File: src/rtl/uart_io_bridge.sv
// ---------------------------------------------------------------------------
// uart_io_bridge
//
// Host-driven debug initiator for the on-chip I/O bus. Command frames arrive
// byte by byte from the buart receiver, are decoded into a single io_wr or
// io_rd cycle, and an acknowledge or the read data is returned through the
// buart transmitter. The top level gives this block bus priority while
// `active` is high.
//
// Frames (multi-byte fields big-endian):
//   'W' A1 A0 D3 D2 D1 D0  -> write, response 'K'
//   'R' A1 A0              -> read,  response D3 D2 D1 D0
//   anything else          -> response '?'
//
// Ports:
//   clk           system clock
//   reset         asynchronous, active-high reset
//   uart_valid    receive byte available
//   uart_rx_data  received byte
//   uart_rd       one-cycle pulse consuming the current receive byte
//   uart_busy     transmitter busy
//   uart_wr       one-cycle pulse launching uart_tx_data
//   uart_tx_data  byte to transmit, held until the next uart_wr
//   io_addr       bus address (holds after the transaction)
//   io_dout       bus write data (holds after the transaction)
//   io_wr         one-cycle write strobe
//   io_rd         one-cycle read strobe
//   io_din        bus read data, valid RD_LAT cycles after io_rd
//   active        bridge owns the bus / is mid-command
// ---------------------------------------------------------------------------
module uart_io_bridge #(
  parameter int RD_LAT  = 1,
  parameter int TIMEOUT = 25000000
) (
  input  logic        clk,
  input  logic        reset,
  input  logic        uart_valid,
  input  logic [7:0]  uart_rx_data,
  output logic        uart_rd,
  input  logic        uart_busy,
  output logic        uart_wr,
  output logic [7:0]  uart_tx_data,
  output logic [15:0] io_addr,
  output logic [31:0] io_dout,
  output logic        io_wr,
  output logic        io_rd,
  input  logic [31:0] io_din,
  output logic        active
);

  localparam logic [2:0] IDLE   = 3'd0;
  localparam logic [2:0] ADDR   = 3'd1;
  localparam logic [2:0] DATA   = 3'd2;
  localparam logic [2:0] BUSWR  = 3'd3;
  localparam logic [2:0] BUSRD  = 3'd4;
  localparam logic [2:0] RDWAIT = 3'd5;
  localparam logic [2:0] RESP   = 3'd6;
  localparam logic [2:0] TXGAP  = 3'd7;

  localparam logic [7:0] CMD_WRITE = 8'h57;  // 'W'
  localparam logic [7:0] CMD_READ  = 8'h52;  // 'R'
  localparam logic [7:0] RSP_ACK   = 8'h4B;  // 'K'
  localparam logic [7:0] RSP_BAD   = 8'h3F;  // '?'

  localparam int TW = $clog2(TIMEOUT) + 1;
  localparam int LW = $clog2(RD_LAT + 1) + 1;

  // -------------------------------------------------------------------------
  // State and datapath registers
  // -------------------------------------------------------------------------
  logic [2:0]       state_reg, state_next;
  logic             is_write_reg, is_write_next;
  logic [1:0]       byte_cnt_reg, byte_cnt_next;
  logic [TW-1:0]    tmo_cnt_reg, tmo_cnt_next;
  logic [LW-1:0]    lat_cnt_reg, lat_cnt_next;
  logic [2:0]       resp_left_reg, resp_left_next;

  logic             uart_rd_reg, uart_rd_next;
  logic             uart_wr_reg, uart_wr_next;
  logic [7:0]       tx_data_reg, tx_data_next;
  logic [15:0]      io_addr_reg, io_addr_next;
  logic [31:0]      io_dout_reg, io_dout_next;
  logic             io_wr_reg, io_wr_next;
  logic             io_rd_reg, io_rd_next;
  logic             active_reg, active_next;

  // Response queue: lane 0 is the next byte to go out. Lane 4 of the chain
  // is a constant zero fed into lane 3 as bytes shift out.
  logic [3:0][7:0]  resp_byte_reg;
  logic [3:0][7:0]  resp_byte_next;
  logic [4:0][7:0]  resp_chain;

  logic             load_din;
  logic             load_code;
  logic             shift_resp;
  logic [7:0]       code_byte;

  // A byte is taken only in the collecting states, and never on the cycle
  // right after a uart_rd pulse: the receiver still shows the consumed byte
  // as valid during that cycle.
  logic accept;
  assign accept = uart_valid && !uart_rd_reg &&
                  ((state_reg == IDLE) || (state_reg == ADDR) || (state_reg == DATA));

  // -------------------------------------------------------------------------
  // Response byte lanes
  // -------------------------------------------------------------------------
  assign resp_chain[4]   = 8'h00;
  assign resp_chain[3:0] = resp_byte_reg;

  generate
    for (genvar gi = 0; gi < 4; gi++) begin : g_resp_lane
      // Read data is loaded big-endian so D3 leaves first.
      assign resp_byte_next[gi] =
        load_din   ? io_din[8*(3-gi) +: 8] :
        load_code  ? ((gi == 0) ? code_byte : 8'h00) :
        shift_resp ? resp_chain[gi+1] :
                     resp_byte_reg[gi];
    end
  endgenerate

  // -------------------------------------------------------------------------
  // Next-state logic
  // -------------------------------------------------------------------------
  always_comb begin
    state_next     = state_reg;
    is_write_next  = is_write_reg;
    byte_cnt_next  = byte_cnt_reg;
    tmo_cnt_next   = tmo_cnt_reg;
    lat_cnt_next   = lat_cnt_reg;
    resp_left_next = resp_left_reg;
    uart_rd_next   = accept;
    uart_wr_next   = 1'b0;
    tx_data_next   = tx_data_reg;
    io_addr_next   = io_addr_reg;
    io_dout_next   = io_dout_reg;
    io_wr_next     = 1'b0;
    io_rd_next     = 1'b0;
    active_next    = active_reg;
    load_din       = 1'b0;
    load_code      = 1'b0;
    shift_resp     = 1'b0;
    code_byte      = 8'h00;

    case (state_reg)
      IDLE: begin
        tmo_cnt_next = '0;
        if (accept) begin
          active_next   = 1'b1;
          byte_cnt_next = 2'd0;
          if ((uart_rx_data == CMD_WRITE) || (uart_rx_data == CMD_READ)) begin
            is_write_next = (uart_rx_data == CMD_WRITE);
            state_next    = ADDR;
          end else begin
            load_code      = 1'b1;
            code_byte      = RSP_BAD;
            resp_left_next = 3'd1;
            state_next     = RESP;
          end
        end
      end

      ADDR: begin
        if (accept) begin
          tmo_cnt_next  = '0;
          io_addr_next  = {io_addr_reg[7:0], uart_rx_data};
          byte_cnt_next = byte_cnt_reg + 2'd1;
          if (byte_cnt_reg == 2'd1) begin
            byte_cnt_next = 2'd0;
            state_next    = is_write_reg ? DATA : BUSRD;
          end
        end else if (tmo_cnt_reg == TW'(TIMEOUT - 1)) begin
          // Host went silent mid-command: drop it without touching the bus.
          tmo_cnt_next = '0;
          active_next  = 1'b0;
          state_next   = IDLE;
        end else begin
          tmo_cnt_next = tmo_cnt_reg + TW'(1);
        end
      end

      DATA: begin
        if (accept) begin
          tmo_cnt_next  = '0;
          io_dout_next  = {io_dout_reg[23:0], uart_rx_data};
          byte_cnt_next = byte_cnt_reg + 2'd1;
          if (byte_cnt_reg == 2'd3) begin
            byte_cnt_next = 2'd0;
            state_next    = BUSWR;
          end
        end else if (tmo_cnt_reg == TW'(TIMEOUT - 1)) begin
          tmo_cnt_next = '0;
          active_next  = 1'b0;
          state_next   = IDLE;
        end else begin
          tmo_cnt_next = tmo_cnt_reg + TW'(1);
        end
      end

      BUSWR: begin
        // The strobe register goes high on leaving this state, so io_wr is
        // seen during the first RESP cycle with address/data untouched.
        io_wr_next     = 1'b1;
        load_code      = 1'b1;
        code_byte      = RSP_ACK;
        resp_left_next = 3'd1;
        state_next     = RESP;
      end

      BUSRD: begin
        io_rd_next   = 1'b1;
        lat_cnt_next = '0;
        state_next   = RDWAIT;
      end

      RDWAIT: begin
        // The first RDWAIT cycle is the io_rd cycle itself; io_din is
        // sampled RD_LAT cycles after it.
        if (lat_cnt_reg == LW'(RD_LAT)) begin
          load_din       = 1'b1;
          resp_left_next = 3'd4;
          state_next     = RESP;
        end else begin
          lat_cnt_next = lat_cnt_reg + LW'(1);
        end
      end

      RESP: begin
        if (!uart_busy) begin
          uart_wr_next   = 1'b1;
          tx_data_next   = resp_byte_reg[0];
          shift_resp     = 1'b1;
          resp_left_next = resp_left_reg - 3'd1;
          state_next     = TXGAP;
        end
      end

      TXGAP: begin
        // uart_busy only rises the cycle after uart_wr, so it is not
        // trusted here.
        if (resp_left_reg != 3'd0) begin
          state_next = RESP;
        end else begin
          active_next = 1'b0;
          state_next  = IDLE;
        end
      end

      default: begin
        state_next  = IDLE;
        active_next = 1'b0;
      end
    endcase
  end

  // -------------------------------------------------------------------------
  // Registers
  // -------------------------------------------------------------------------
  always_ff @(posedge clk or posedge reset) begin
    if (reset) begin
      state_reg     <= IDLE;
      is_write_reg  <= 1'b0;
      byte_cnt_reg  <= 2'd0;
      tmo_cnt_reg   <= '0;
      lat_cnt_reg   <= '0;
      resp_left_reg <= 3'd0;
      resp_byte_reg <= '0;
      uart_rd_reg   <= 1'b0;
      uart_wr_reg   <= 1'b0;
      tx_data_reg   <= 8'h00;
      io_addr_reg   <= 16'h0000;
      io_dout_reg   <= 32'h0000_0000;
      io_wr_reg     <= 1'b0;
      io_rd_reg     <= 1'b0;
      active_reg    <= 1'b0;
    end else begin
      state_reg     <= state_next;
      is_write_reg  <= is_write_next;
      byte_cnt_reg  <= byte_cnt_next;
      tmo_cnt_reg   <= tmo_cnt_next;
      lat_cnt_reg   <= lat_cnt_next;
      resp_left_reg <= resp_left_next;
      resp_byte_reg <= resp_byte_next;
      uart_rd_reg   <= uart_rd_next;
      uart_wr_reg   <= uart_wr_next;
      tx_data_reg   <= tx_data_next;
      io_addr_reg   <= io_addr_next;
      io_dout_reg   <= io_dout_next;
      io_wr_reg     <= io_wr_next;
      io_rd_reg     <= io_rd_next;
      active_reg    <= active_next;
    end
  end

  assign uart_rd      = uart_rd_reg;
  assign uart_wr      = uart_wr_reg;
  assign uart_tx_data = tx_data_reg;
  assign io_addr      = io_addr_reg;
  assign io_dout      = io_dout_reg;
  assign io_wr        = io_wr_reg;
  assign io_rd        = io_rd_reg;
  assign active       = active_reg;

endmodule
File: config.mk
export PLATFORM = sky130hd
export DESIGN_NAME = uart_io_bridge
export DESIGN_NICKNAME = d
export VERILOG_FILES = /design/src/rtl/uart_io_bridge.sv
export SDC_FILE = /design/constraint.sdc
export NUM_CORES = 1
export LEC_CHECK = 0
export ABC_AREA = 1
export CAP_MARGIN = 25
export CORE_MARGIN = 3
export CORE_UTILIZATION = 55
export CTS_BUF_LIST = sky130_fd_sc_hd__clkbuf_8
export DETAILED_ROUTE_END_ITERATION = 10
export HOLD_SLACK_MARGIN = 0.15
export PLACE_DENSITY = 0.82
export SYNTH_ARGS = -nofsm -noshare
export SYNTH_HDL_FRONTEND = slang
export SYNTH_SLANG_ARGS = --single-unit
File: constraint.sdc
create_clock -name clk -period 5.2 [get_ports clk]
set_clock_uncertainty 0.2 [all_clocks]
set_input_delay 1.04 -clock clk [delete_from_list [all_inputs] [get_ports clk]]
set_output_delay 1.04 -clock clk [all_outputs]
set_load 0.005 [all_outputs]
==> reports/metrics.csv <==
metric,value,unit
clk buf depth,2,
R2R setup slack,2.66,ns
Post-Syn Area,0.00639,mm²
cells after synthesis,795,
most frequent cells in the layout,"nand2_1 (243), dfrtp_1 (130), clkdlybuf4s50_1 (104)",
iteration count of the initial detailed-routing pass,5,
Skew-Pair Late Insertion Delay,0.45,ns
main area contributors after synthesis,"dfrtp_1 (51%), nand2_1 (14%), inv_1 (5.7%)",
clock period minus worst slack,2.87,ns
worst-path fanout max,24,
Core Box Area,0.0111,mm²
Max Cap Viol,0,
DP Wirelength,10.4,mm
vias in the first global route,5455,
Starting Density,0.577,
Seq cells post-synth,130,
Reg power frac,0.398,
hold path depth,2,
Vias,5465,
placed cell areas,0.00751,mm²
NetSw,0.00167,W
gr ovfl total,0,
post-CTS setup buffer count,0,
starting DRC count in detailed routing,427,
Synthesis Warnings,0,
Fin. Hold Viols,0,
wire per inst,14.1,µm
CTS sink cnt,130,
Worst slew margin,0.459,
clock-pin slew on the worst setup and hold paths,0.08,ns
CTS H-tree lvls,4,
power per cell area,543,mW/mm²
CP startpoint kind,input port,
reg2reg end,tmo_cnt_reg[25],
nets,948,
Slew @ Worst Pin,0.811,ns
Netlist cell types,31,
R2R Path Start,state_reg[1],
CTS root buf,clkbuf_8,
fill cell count,879,
cell taking the most area after synthesis,dfrtp_1,
syn nets,846,
Die Area,0.0130,mm²
status,completed,
setup_tns,0,ns
layout cells sized above 1,0.102,
Worst setup EP type,flip-flop,
post-synthesis sequential area ratio,0.509,
final worst-path cycle share,0.552,
fmax,348,MHz
Comb pwr share,0.409,
DR vias/cell,5.20,
Die Y,114,µm
Sw Ratio,0.390,
Worst VDD drop,0.362,mV
TritonCTS clock tree,built,
CP Class,in -> reg,
Worst Hold Class,reg -> reg,
max-slew violations,0,
Yosys top cell area share,0.509,
Internal Power,0.00261,W
final setup fails,0,
clock network fraction of total power,0.193,
first-pass GRT wire length,25.3,mm
site row count,38,
final hold slack,0.273,ns
CP required,5.35,ns
"commonest non-fill, non-tap cell in the layout",nand2_1,
cts repair resizes,0,
number of routed nets with antenna violations,0,
Worst Hold Endpoint,uart_tx_data[5],
"Area growth, synth to finish",23.5,%
PortBufs,104,
Final Cell Area,0.00790,mm²
hold_buf cts,0,
CTS Buf Count,17,
diode count,0,
IO Pins,105,
Static Leakage,3.82,nW
GP Congestion,0.869,
unrepaired setup endpoints after global routing,false,
min-delay src,uart_tx_data[5],
largest net degree at the start of global routing,67,
DRC,0,
initial antenna violation count,0,
Die Wd,114,µm
Mapped Avg Cell Area,8.04,µm²
WP data arrival,3.02,ns
Worst R2R Path Depth,8,
drt total wl,14.8,mm
Total GRT Usage,0.244,
==> metal layers <==
layer / track usage / part of all wire / wire [µm]
met5: 0 / 0 / 0
met3: 0.0668 / 0.053 / 778
met4: 0.0839 / 0.016 / 240
met1: 0.317 / 0.44 / 6550
met2: 0.398 / 0.49 / 7210
==> power by group through the flow <==
stage	sequential [W]	combinational [W]	clock [W]
2_1_floorplan	0.00166	0.00113	0
3_3_place_gp	0.00170	0.00167	0
3_5_place_dp	0.00172	0.00174	0
4_1_cts	0.00170	0.00177	0.000841
5_1_grt	0.00176	0.00198	0.000887
6_report	0.00171	0.00175	0.000829
==> logic make-up (layout without fill, tap and decap cells) <==
logic type      Yosys count  after routing  share of synthesized area
compound gates           93             93                     0.0790
flops                   130            130                      0.509
xor+xnor                  9              9                     0.0123
mux                      17             17                     0.0297
simple gates            411            411                      0.273
buf+inv                 128            243                     0.0832
fa+ha+maj                 7              7                     0.0137
==> per-stage QoR <==
stage / cells / setup WS, ns / power (W) / utilization
2_1_floorplan: 795 / 0.491 / 0.00278 / -
3_3_place_gp: 1018 / 1.91 / 0.00336 / 0.678
3_5_place_dp: 1018 / 1.87 / 0.00346 / 0.678
4_1_cts: 1050 / 2.35 / 0.00431 / 0.713
5_1_grt: 1050 / 2.03 / 0.00462 / 0.713
6_report: 1050 / 2.33 / 0.00429 / 0.713
==> final cells by class <==
class / instances / area (µm²) / area share
sequential: 130 / 3250 / 0.412
multi-input combinational: 537 / 2610 / 0.331
timing repair buffer: 107 / 1080 / 0.136
inverter: 104 / 395 / 0.0501
clock buffer: 17 / 234 / 0.0296
tap: 140 / 175 / 0.0222
clock inverter: 15 / 153 / 0.0193
==> worst max-delay path, stage by stage <==
cell	delay (ns)
clkdlybuf4s50_1	0.45
inv_1	0.03
nor2_1	0.22
inv_1	0.13
nor2_2	0.27
nand3_2	0.45
nand3_1	0.22
nand2_1	0.09
o21ai_2	0.06
inv_1	0.05
==> worst max-delay path by stage <==
stage,end,start
after floorplan,active,reset
after global placement,resp_byte_reg[14],uart_valid
after detailed placement,resp_byte_reg[15],uart_valid
after CTS,resp_byte_reg[9],uart_valid
after global routing,resp_byte_reg[16],uart_valid
final,resp_byte_reg[9],uart_valid
==> synth_stat cells <==
cell      instances
a21oi_1          18
buf_2            12
buf_6             3
buf_8             1
clkbuf_1          8
dfrtp_1         130
ha_1              7
inv_1            97
inv_2             6
inv_4             1
mux2_2           16
mux2i_1           1
nand2_1         243
nand2_2           3
nand3_1          47
nand3_2           2
nand3_4           1
nand3b_1          3
nand4_1          12
nor2_1           73
nor2_2            4
nor2_4            1
nor3_1            7
nor3_2            2
o21ai_0          63
o21ai_2          10
o22ai_1           2
or2_0             2
or2_2            11
xnor2_1           5
xor2_1            4
No activity file was read; power rests on OpenSTA's default activity.
